## config.mk

```make
export PLATFORM = sky130hd
export DESIGN_NAME = car_parking
export DESIGN_NICKNAME = d
export VERILOG_FILES = /design/src/rtl/car_parking_pkg.sv /design/src/rtl/car_parking_edge_det.sv /design/src/rtl/car_parking.sv
export SDC_FILE = /design/constraint.sdc
export NUM_CORES = 1
export LEC_CHECK = 0
export CELL_PAD_IN_SITES_DETAIL_PLACEMENT = 2
export CELL_PAD_IN_SITES_GLOBAL_PLACEMENT = 2
export CORE_ASPECT_RATIO = 0.9
export CORE_MARGIN = 2
export CORE_UTILIZATION = 30
export DETAILED_ROUTE_END_ITERATION = 8
export GPL_TIMING_DRIVEN = 0
export PLACE_DENSITY = 0.78
export REMOVE_ABC_BUFFERS = 1
export SYNTH_ARGS = -nofsm -noshare
export SYNTH_HDL_FRONTEND = slang
export SYNTH_SLANG_ARGS = --single-unit
```

## constraint.sdc

```tcl
create_clock -name clk -period 6.5 [get_ports clk]
set_input_delay 0.975 -clock clk [delete_from_list [all_inputs] [get_ports clk]]
set_output_delay 0.975 -clock clk [all_outputs]
set_load 0.005 [all_outputs]
```

## src/rtl/car_parking_pkg.sv

```systemverilog
// Shared types for the parking occupancy counter: the per-cycle counter action
// and the rule that turns sensor events plus boundary flags into that action.
package car_parking_pkg;

    typedef enum logic [1:0] {
        ACT_HOLD = 2'd0,
        ACT_INC  = 2'd1,
        ACT_DEC  = 2'd2
    } park_act_e;

    // Simultaneous entry and exit cancel out; saturation at either end holds the count.
    function automatic park_act_e park_action(input logic in_evt, input logic out_evt,
                                              input logic at_full, input logic at_empty);
        park_act_e act;
        act = ACT_HOLD;
        if (in_evt && !out_evt && !at_full) begin
            act = ACT_INC;
        end else if (out_evt && !in_evt && !at_empty) begin
            act = ACT_DEC;
        end
        return act;
    endfunction

endpackage

```

## src/rtl/car_parking_edge_det.sv

```systemverilog
// One-bit rising-edge detector: the event fires on the first clock edge a high
// level is sampled, so a level held for many cycles yields a single event.
module park_edge_det (
    input  logic clk,
    input  logic rst,
    input  logic sig_i,
    output logic evt_o
);

    logic prev_q;

    always_ff @(posedge clk or posedge rst) begin
        if (rst) begin
            prev_q <= 1'b0;
        end else begin
            prev_q <= sig_i;
        end
    end

    assign evt_o = sig_i & ~prev_q;

endmodule

```

## src/rtl/car_parking.sv

```systemverilog
// Parking-lot occupancy counter: edge-detected entry/exit sensors drive a
// saturating up/down count with full/empty decode of the count register.
module car_parking
    import car_parking_pkg::*;
#(
    parameter int CAPACITY = 10,
    parameter int CNT_W    = 4
) (
    input  logic             clk,
    input  logic             reset,
    input  logic             car_in,
    input  logic             car_out,
    output logic [CNT_W-1:0] counter,
    output logic             full,
    output logic             empty
);

    localparam logic [CNT_W-1:0] CAP = CNT_W'(CAPACITY);

    logic [1:0]       sens;
    logic [1:0]       evt;
    logic [CNT_W-1:0] counter_q;
    logic [CNT_W-1:0] counter_d;
    park_act_e        act;

    assign sens = {car_out, car_in};

    generate
        for (genvar gi = 0; gi < 2; gi++) begin : g_edge
            park_edge_det u_edge (
                .clk   (clk),
                .rst   (reset),
                .sig_i (sens[gi]),
                .evt_o (evt[gi])
            );
        end
    endgenerate

    always_ff @(posedge clk or posedge reset) begin
        if (reset) begin
            counter_q <= '0;
        end else begin
            counter_q <= counter_d;
        end
    end

    always_comb begin
        act       = park_action(evt[0], evt[1], full, empty);
        counter_d = counter_q;
        case (act)
            ACT_INC: counter_d = counter_q + 1'b1;
            ACT_DEC: counter_d = counter_q - 1'b1;
            default: counter_d = counter_q;
        endcase
    end

    assign counter = counter_q;
    assign full    = (counter_q == CAP);
    assign empty   = (counter_q == '0);

endmodule

```

# Yosys cells after proc, flatten, opt, wreduce, memory -nomap -nowiden
# Cells that the tools add are included.
word_totals:
  ff_bits: 6
  latch_bits: 0
  ramBits: 0
  romBits: 0
  inputBits: 4
  output_inout_bits: 6
  elab_cells: 25
  memories: 0
op_classes:
  n_addsub: 2
  multipliers: 0
  div_mod_pow: 0
  magnitude_cmp: 0
  eq_ne: 3
  shifts: 0
  muxes: 3
  bitwise: 4
  n_reduce_logical: 10
op_table:
  columns: ["operator", "count"]
  rows:
  - ["4-bit case mux with 2 select lines", 1]
  - ["4-bit by 1-bit adder with 4-bit output, second input constant", 1]
  - ["4-bit equality test, second input constant", 1]
  - ["1-bit logical AND", 4]
  - ["1-bit logical NOT", 4]
  - ["4-bit logical NOT", 1]
  - ["2-bit 2-to-1 mux", 2]
  - ["4-bit by 1-bit subtractor with 4-bit output, second input constant", 1]
  - ["1-bit bitwise AND", 2]
  - ["2-bit by 1-bit equality test with 1-bit output, second input constant", 1]
  - ["2-bit equality test, second input constant", 1]
  - ["1-bit inverter", 2]
  - ["2-bit nonzero test", 1]

# Depth between registers and ports, before layout
depth:
  depth_word: 9
  depth_mapped: 9
  mapped_depth_nobuf: 8

# Modules after synthesis
# From an unflattened synthesis, not the netlist that was laid out.
unflattened:
  cells_unflattened: 38
  area_unflattened_um2: 421.7
by_module_without_submodules:
  columns: ["module", "n_inst", "cells_per_inst", "area_each_um2", "seq_area_each_um2"]
  rows:
  - ["car_parking", 1, 32, 336.6, 100.1]
  - ["park_edge_det", 2, 3, 42.5, 25.0]

# Worst setup path before layout
# Ideal clock, no wire load.
synth_path:
  path_kind: "input -> register"
  from: "input car_in"
  to: "register counter_q[3] (netlist: counter[3])"
  setup_time_ps: 124
  arrival_ps: 2635
  required_ps: 6376
  path_slack_ps: 3741
  stages: 8
  n_path_buf: 0
  cell_sequence: "and2b_1 -> or3_1 -> inv_1 -> ha_1 -> a21oi_1 -> nand2_1 -> mux2_1 -> a211o_1"
synth_via:
  elab_chain_len: 8
  elab_cells_between_ends: 12
  cone_classes: "eq/ne: 2; mux: 3; bitwise: 1; reduce/logical: 6"
synth_rtl:
  columns: ["item", "line_no", "text"]
  rows:
  - ["from (decl)", "car_parking.sv:11", "input logic car_in,"]
  - ["1-bit bitwise AND *", "car_parking_edge_det.sv:20", "assign evt_o = sig_i & ~prev_q;"]
  - ["1-bit logical NOT", "car_parking_pkg.sv:18", "end else if (out_evt && !in_evt && !at_empty) begin"]
  - ["1-bit logical AND (2 in series)", "car_parking_pkg.sv:18", null]
  - ["2-bit 2-to-1 mux", "car_parking_pkg.sv:18", null]
  - ["2-bit 2-to-1 mux *", "car_parking_pkg.sv:16", "if (in_evt && !out_evt && !at_full) begin"]
  - ["2-bit equality test or 2-bit by 1-bit equality test with 1-bit output (tied branches)", "car_parking.sv:50", "case (act)"]
  - ["4-bit case mux with 2 select lines or 2-bit nonzero test (tied branches)", null, null]
  - ["to (signal assigned)", "car_parking.sv:43", "counter_q <= counter_d;"]
  - ["to (decl)", "car_parking.sv:22", "logic [CNT_W-1:0] counter_q;"]
# Every way passes the cells marked *; elsewhere a longest branch is shown, timed or not.
# A chain may end at the register's enable or synchronous reset.

# Final worst setup path
# Ends and elaborated chain as after synthesis.

==> impl_metrics.ini <==
[synth]
netlist_top_cells_area = dfrtp_1, ha_1, fa_1, mux2i_1, nand3_1
synthesis.instances = 54
syn_area_per_cell_um2 = 8.99
synth-edff-count = 0
synth_ff_type = dfrtp_1
yosysMostFrequentCell = dfrtp_1
yosysTopAreaCellShare_pct = 30.9
async_flop_share_pct = 100
ys_types = 31
yosys_warnings = 0
synth_common_cells = dfrtp_1, inv_1, nand2_1, nand3_1
synth_top_area_cell = dfrtp_1
synth-seq-cells = 6
yosysSeqAreaShare_pct = 30.9
synth_area_um2 = 485

[sta]
max_slew_margin_pct = 75.7
hold_violations = 0
period_share_pct = 48.8
setup_violations = 0
grt_setup_unrepaired = no
setup_slack_ns = 3.33
tightest_slew_ns = 0.360
fmax_mhz = 316
fin_skew_ns = 0.000305
min_period_ns = 3.17
whs_ns = 0.606
slew_viol_final = 0
tns_ns = 0

[route]
dr.pass1.iters = 2
via_per_inst = 5.09
antenna_left = 0
routed_wl_um = 1190
drc = 0
drtIter0Drc = 2
wl_per_cell_um = 13.8
vias = 438

[floorplan]
dieArea_mm2 = 0.00196
io-pin-count = 10
die_h_um = 42.2
rows = 13
die_w_um = 46.4
start_util_pct = 32.8
core-area_mm2 = 0.00148

[setup_path]
endpoint_kind = flop
crit_fanout = 5
start_kind = primary input
arrival_ns = 3.29
crit_required_ns = 6.62
crit_type = in -> reg

[final_layout]
multi_input_area_um2 = 302
nNetsFinal = 73
fill_cells = 174
drive_gt1_share_pct = 12.5
syn2layout_area_growth_pct = 25.0
post-route-util_pct = 41.0
seq_area_um2 = 150
n_antenna_cell = 0

[pwr]
powerDensity_mw_per_mm2 = 390
cellInternalPower_mw = 0.138
p_sw_mw = 0.0986
clock_power_share_pct = 14.2
total_power_mw = 0.236
swShare_pct = 41.7
p_leak_nw = 0.268
seqPwrFrac_pct = 32.5
vdd_ir_drop_max_v = 0.000178
power_frac_comb_pct = 53.3

[cts]
clockBufferDepth = 2
cts_tree = yes
cts_buffers = 3
htree_num_levels = 1
cts.reportedPaths.clkPinSlew_ns = 0.04
cts-root-buf = clkbuf_4
clock-sinks = 6
clock_latency_ns = 0.24
hold_buffers = 0
postCtsSetupBuffers = 0
cts_resized = 0

[worst_hold_path]
hold_class = reg -> reg

[place]
pre_cts_ws_ns = 3.06
io_buffers = 9
place_congestion = 0.695
hpwl_um = 967

[global_routing]
grt_usage_pct = 13.9
gr-total-overflow = 0
grt_pass1_wl_um = 1990
grt_max_degree = 12
grt_antenna_before_repair = 0
grt_pass1_vias = 472

[status]
outcome = finished, final reports clean

[job]
cap_violations = 0
cell type report:
cell class              instances  share of cell area (%)
repair buffers                  9                    14.8
clock buffers                   3                    3.71
inverters                       4                    2.47
multi-input cells              42                    49.7
well taps                      22                    4.54
flip-flops and latches          6                    24.7
kinds of logic after synthesis:
family / share of synthesized area, %
buffers and inverters: 6.96
AO/OA/AOI/OAI: 13.9
adder cells (fa/ha/maj): 9.28
XOR/XNOR: 3.61
AND/OR/NAND/NOR: 28.9
flip-flops: 30.9
multiplexers: 6.44
final timing paths:
kind,from,end,slack (ns),cells after the start
max,car_in,counter[3],3.33,9
min,counter[2],counter[2],0.61,2
max reg2reg,counter[1],counter[3],4.13,8
min reg2reg,counter[2],counter[2],0.61,2
max in group asynchronous,reset,counter[3],5.35,2
min in group asynchronous,reset,counter[0],0.95,2
metal layers:
| layer | wire length (um) | share of wire [%] | GRT usage [%] |
|---|---|---|---|
| met4 | 0 | 0 | 5.14 |
| met1 | 570 | 48 | 18.2 |
| met5 | 0 | 0 | 0 |
| met3 | 27 | 2.3 | 2.59 |
| met2 | 589 | 50 | 22.2 |
registers in the layout, summed over array words and instances (netlist names):
register              cells
counter                   4
g_edge.u_edge.prev_q      2
stage by stage:
stage	instance area, um^2	instances
floorplan	467	52
global placement	584	83
detailed placement	584	83
CTS	607	86
global route	607	86
finish	607	86
critical path, stage by stage:
cell and delay [ns]:
clkdlybuf4s50_1 0.45, and2b_1 0.24, or3_1 0.39, inv_1 0.11
ha_1 0.27, a21oi_1 0.17, nand2_1 0.14, mux2_1 0.33
a211o_1 0.22
layout by cell type (no fill, tap or decap):
cell type,Yosys,routed
a211o_1,1,1
a21boi_2,1,1
a21oi_1,3,3
and2b_1,1,1
and2b_4,1,1
and3_1,1,1
clkbuf_4,0,3
clkdlybuf4s50_1,0,9
dfrtp_1,6,6
fa_1,1,1
ha_1,2,2
inv_1,4,4
mux2_1,1,1
mux2i_1,2,2
nand2_1,4,4
nand2b_2,1,1
nand2b_4,1,1
nand3_1,4,4
nand4_1,1,1
nor2_1,3,3
nor2_2,1,1
nor3_1,2,2
nor4_1,2,2
o21ai_0,1,1
o21ai_1,1,1
o22ai_1,1,1
o31ai_1,1,1
o41ai_1,1,1
or3_1,2,2
xnor2_1,1,1
xor2_1,1,1
power groups by stage:
stage / Combinational [mW] / Clock (mW) / Sequential [mW]
final: 0.126 / 0.0337 / 0.0768
after global routing: 0.142 / 0.0379 / 0.0805
after CTS: 0.128 / 0.0360 / 0.0775
after detailed placement: 0.128 / 0 / 0.0782
after global placement: 0.125 / 0 / 0.0765
after floorplan: 0.0747 / 0 / 0.0715
No activity file was read; power rests on OpenSTA's default activity.
==> edit 1: new RTL, same settings <==
Change the parameter `CNT_W` from 4 to 6.
--- a/src/rtl/car_parking.sv
+++ b/src/rtl/car_parking.sv
@@ -6,3 +6,3 @@
     parameter int CAPACITY = 10,
-    parameter int CNT_W    = 4
+    parameter int CNT_W    = 6
 ) (
Ports: changed (resized counter); port bits go from 10 to 12. The function was not compared with the original's and may differ.
==> edit 1 against the original RTL <==
First-iteration DRC count decreased by 50%. Power increased by 25%. Design area increased by 20%. Worst setup slack got worse by 0.034 ns. Clock power increased by 9.5%. Synthesized area increased by 16%. Routed wire length increased by 16%. Sequential cell count increased by 2. Sequential power increased by 37%. Combinational power increased by 21%. Critical path type unchanged. Largest cell class unchanged. Largest power group unchanged.
==> edit 1: results (changes against the original RTL) <==
CP delay by family, top = compound AO/OA/AOI/OAI gates
Worst-path fanout max = 9 (+4)
Max_slew headroom = 67.73% (-8.0 points)
Synth top area cells = dfrtp_1, ha_1, o21ai_0
YS warnings = 0 (unchanged)
Final Skew = 0.001148 ns (+0.0008425 ns)
Area grow syn2layout = 28.89%
Vias in the first global route = 547 (+16%)
Synth unique cells = 30 (-3.2%)
Run status = completed
Avg WL per Cell = 14.48 um (+4.9%)
Worst vdd ir = 0.1646 mV (-7.8%)
Hold wc startpoint = counter[4]
Worst Reg2Reg Path Length in Cells = 8 (unchanged)
Total GRT Usage = 14.98% (+1.0 points)
Ys flop type = dfrtp_1
WHS Endpoint = counter[4]
Max reg flops = 6 (+2)
Hold Path Class = register to register
Cells after synthesis = 57 (+5.6%)
Final hold slack = 0.6246 ns (+0.01833 ns)
CTS-repair resized insts = 0 (unchanged)
Number of buffers added on ports = 11 (+2)
Switching share of power = 40.65% (-1.1 points)
CP arrival = 3.36 ns (+0.07 ns)
Leak Pwr = 0.3187 nW (+19%)
Pin count of the biggest net entering global routing = 10 (-2)
Reg2reg start = counter[5]
Inst Count DP = 92 (+11%)
Setup slack, reg-to-reg = 3.51 ns (-0.62 ns)
Vias/cell = 5.179 (+1.7%)
Global placer's final weighted congestion = 0.6940 (-0.14%)
Final std cells w/o fill = 95 (+10%)
Clock tree buffer depth = 2 (unchanged)
Reg2reg end = counter[5]
DR iter-0 viols = 1 (-1)
Share of layout cells above drive strength 1 = 14.08% (+1.6 points)
CP max-delay cell = clkdlybuf4s50_1
Post-synth top cells = dfrtp_1, inv_1, o21ai_0
Largest stage delay, worst path = 0.47 ns (+0.02 ns)
Final nets = 82 (+12%)
Seq/Total Area, Yosys = 35.56% (+4.6 points)
First-pass GRT wire length = 2497 um (+25%)
Detail Placement HPWL = 1124 um (+16%)
H-tree levels = 1 (unchanged)
==> edit 1: cell count changes after synthesis, moves of 2 or more <==
| cell | before | now |
|---|---|---|
| o21ai_0 | 1 | 6 |
| inv_1 | 4 | 7 |
| nand2_1 | 4 | 1 |
| dfrtp_1 | 6 | 8 |
| ha_1 | 2 | 4 |
| mux2i_1 | 2 | 0 |
| nor2_1 | 3 | 1 |
| or3_1 | 2 | 0 |
==> edit 1: logic make-up (layout without fill, tap and decap cells) <==
family | count (synthesis) | in the layout | share of synthesized area [%]
xor+xnor | 3 | 3 | 4.668
buf+inv | 7 | 21 | 4.668
flops | 8 | 8 | 35.56
fa+ha+maj | 5 | 5 | 12.44
simple gates | 19 | 19 | 21.78
compound gates | 15 | 15 | 20.89
==> edit 1: how the worst max path moves through the flow <==
stage	from	to	slack, ns	cells after the start
floorplan	car_in	counter[5]	3.79	8
global placement	car_in	counter[5]	3.06	9
detailed placement	car_in	counter[5]	2.98	9
CTS	car_in	counter[5]	3.24	9
global route	car_in	counter[5]	3.11	9
finish	car_in	counter[5]	3.30	9
==> edit 1: per-stage QoR <==
step / setup WS, ns / total power [mW] / instance area [um^2]
2_1_floorplan: 3.793 / 0.1905 / 563.0
4_1_cts: 3.239 / 0.3033 / 725.7
6_report: 3.297 / 0.2951 / 725.7
5_1_grt: 3.109 / 0.3270 / 725.7
3_5_place_dp: 2.980 / 0.2635 / 703.2
3_3_place_gp: 3.060 / 0.2543 / 703.2
==> edit 1: power groups by stage <==
stage | Combinational, mW | Clock (mW) | Sequential (mW)
floorplan | 0.0919 | 0 | 0.0986
global placement | 0.149 | 0 | 0.105
detailed placement | 0.157 | 0 | 0.106
CTS | 0.158 | 0.0396 | 0.106
global route | 0.174 | 0.0421 | 0.111
finish | 0.153 | 0.0369 | 0.105
==> edit 1: area by class of cell <==
class                           count  area, um^2
Sequential cell                     8       200.2
Clock buffer                        3       22.52
Fill cell                         210       991.0
Tap cell                           24       30.03
Inverter                            7       26.28
Timing Repair Buffer               11       110.1
Multi-Input combinational cell     42       336.6
==> edit 1: routing by layer <==
metal	vias to the layer above	wire (um)	global-route usage, %	part of all wire, %
met4	0	19	6.667	1.4
met5	-	0	0	0
met3	2	24	0.9934	1.7
met2	7	717	28.27	52
met1	247	615	17.81	45
li1	236	-	-	-
==> edit 1: tightest hold or removal path: cells and delay by family (launching register included) <==
family	cells	cell delay, ns
AOI/OAI and AO/OA	1	0.08
DFF	1	0.41
and+or+nand+nor	1	0.10
==> edit 2: new RTL, same settings <==
Without the edit above. Register the output `counter` once more; this adds one clock of latency there. The other outputs are not delayed to match. Comments in the files are not updated.
--- a/src/rtl/car_parking.sv
+++ b/src/rtl/car_parking.sv
@@ -56,3 +56,5 @@
 
-    assign counter = counter_q;
+    always_ff @(posedge clk) begin
+        counter <= counter_q;
+    end
     assign full    = (counter_q == CAP);
Formal check against the unedited RTL: not equivalent (a bounded check fails within 4 cycles, from zero or initial values and one cycle with reset high).
==> edit 2 against the original RTL <==
Sequential cell count is 4 higher. Non-clock buffer count unchanged. Worst hold slack lost 0.048 ns. Worst setup slack lost 0.069 ns. Synthesized area grew 22%. Design area up 21%. Global-route usage grew 4.1 points. Clock power is 74% higher. Routed wire length rose by 44%. Combinational power grew 21%. Power up 40%. Largest cell class unchanged. Largest power group unchanged.
==> edit 2: results (changes against the original RTL) <==
Run status = completed
Final nets = 86 (+18%)
CP max-delay cell = or3_2
Detail Placement HPWL = 1244 um (+29%)
Global placer's final weighted congestion = 0.7390 (+6.3%)
Routing usage on met3 = 2.922% (+0.34 points)
Hold wc startpoint = counter_q[2]
CTS-repair resized insts = 0 (unchanged)
Combinational share of power = 46.0% (-7.3 points)
Worst-path fanout max = 11 (+6)
DR iter-0 viols = 5 (+3)
Final hold slack = 0.5579 ns (-0.04831 ns)
Clock Latency Late Sink = 0.27 ns (+0.03 ns)
Synth top area cells = dfrtp_1, dfxtp_1, a21oi_1
Share of layout cells above drive strength 1 = 8.974% (-3.5 points)
Post-synth top cells = nand2_1, a21oi_1, dfrtp_1
Total GRT Usage = 18.02% (+4.1 points)
Inst Count DP = 99 (+19%)
Seq pwr share = 36.3% (+3.8 points)
Final std cells w/o fill = 103 (+20%)
CP arrival = 3.40 ns (+0.11 ns)
Vias/cell = 5.146 (+1.0%)
Worst vdd ir = 0.1447 mV (-19%)
Top sig layer = met4
First-pass GRT wire length = 2891 um (+45%)
Post-Route WL = 1709 um (+44%)
Reg2reg start = g_edge[1].u_edge.prev_q
Placed Area = 695.7 um^2 (+19%)
Leak Pwr = 0.3057 nW (+14%)
Worst Reg2Reg Path Length in Cells = 6 (-2)
Final Skew = 0.001783 ns (+0.001477 ns)
Largest stage delay, worst path = 0.56 ns (+0.11 ns)
Pin count of the biggest net entering global routing = 13 (+1)
WHS Endpoint = counter[2]
Worst slack at placement = 2.963 ns (-0.09967 ns)
Setup slack, reg-to-reg = 4.04 ns (-0.09 ns)
Worst slew pin tran = 0.4453 ns (+0.08533 ns)
Fraction of registers with async set/reset = 60.00% (-40 points)
Met2 track demand over resource = 30.53% (+8.3 points)
CP startpoint = car_out
Minimum clock period = 3.238 ns (+0.06892 ns)
Synth unique cells = 29 (-6.5%)
Met1 GRT Util = 22.40% (+4.2 points)
Seq/Total Area, Yosys = 38.90% (+8.0 points)
Met3 WL = 41 um (+52%)
Hold Crit Depth = 0 (-2)
Cells after synthesis = 68 (+26%)
Sequential power = 120 uW (+56%)
Worst setup path end = counter_q[1]
Wire length on met2 = 885 um (+50%)
Internal Power = 200.1 uW (+45%)
Met1 Wirelength = 745 um (+31%)
edit 2: cell count changes in the layout (fill, tap and decap cells not counted), moves of 2 or more:
| cell | change |
|---|---|
| a21o_1 | +2 |
| dfxtp_1 | +4 |
| a21oi_1 | +4 |
| o21ai_0 | +2 |
| nand2b_1 | +2 |
| nor3_1 | -2 |
| nand2_1 | +4 |
| nor2_1 | +2 |
edit 2: kinds of logic after synthesis:
logic type      count (synthesis)  synth area share, %
xor+xnor                        1                1.480
flops                          10                38.90
simple gates                   28                24.95
buf+inv                         7                5.497
compound gates                 18                19.87
fa+ha+maj                       3                7.610
mux                             1                1.691
edit 2: final cells by class:
class	instances	area [um^2]
clock buffer	4	36.28
fill	226	1164
inverter	4	15.01
multi-input combinational	51	329.1
sequential	10	230.2
tap	25	31.28
timing repair buffer	9	90.09
edit 2: critical path: cells and delay by family:
family / cells / cell delay (ns)
fa+ha+maj: 1 / 0.53
buf+inv: 1 / 0.51
simple gates: 3 / 0.88
compound gates: 2 / 0.49
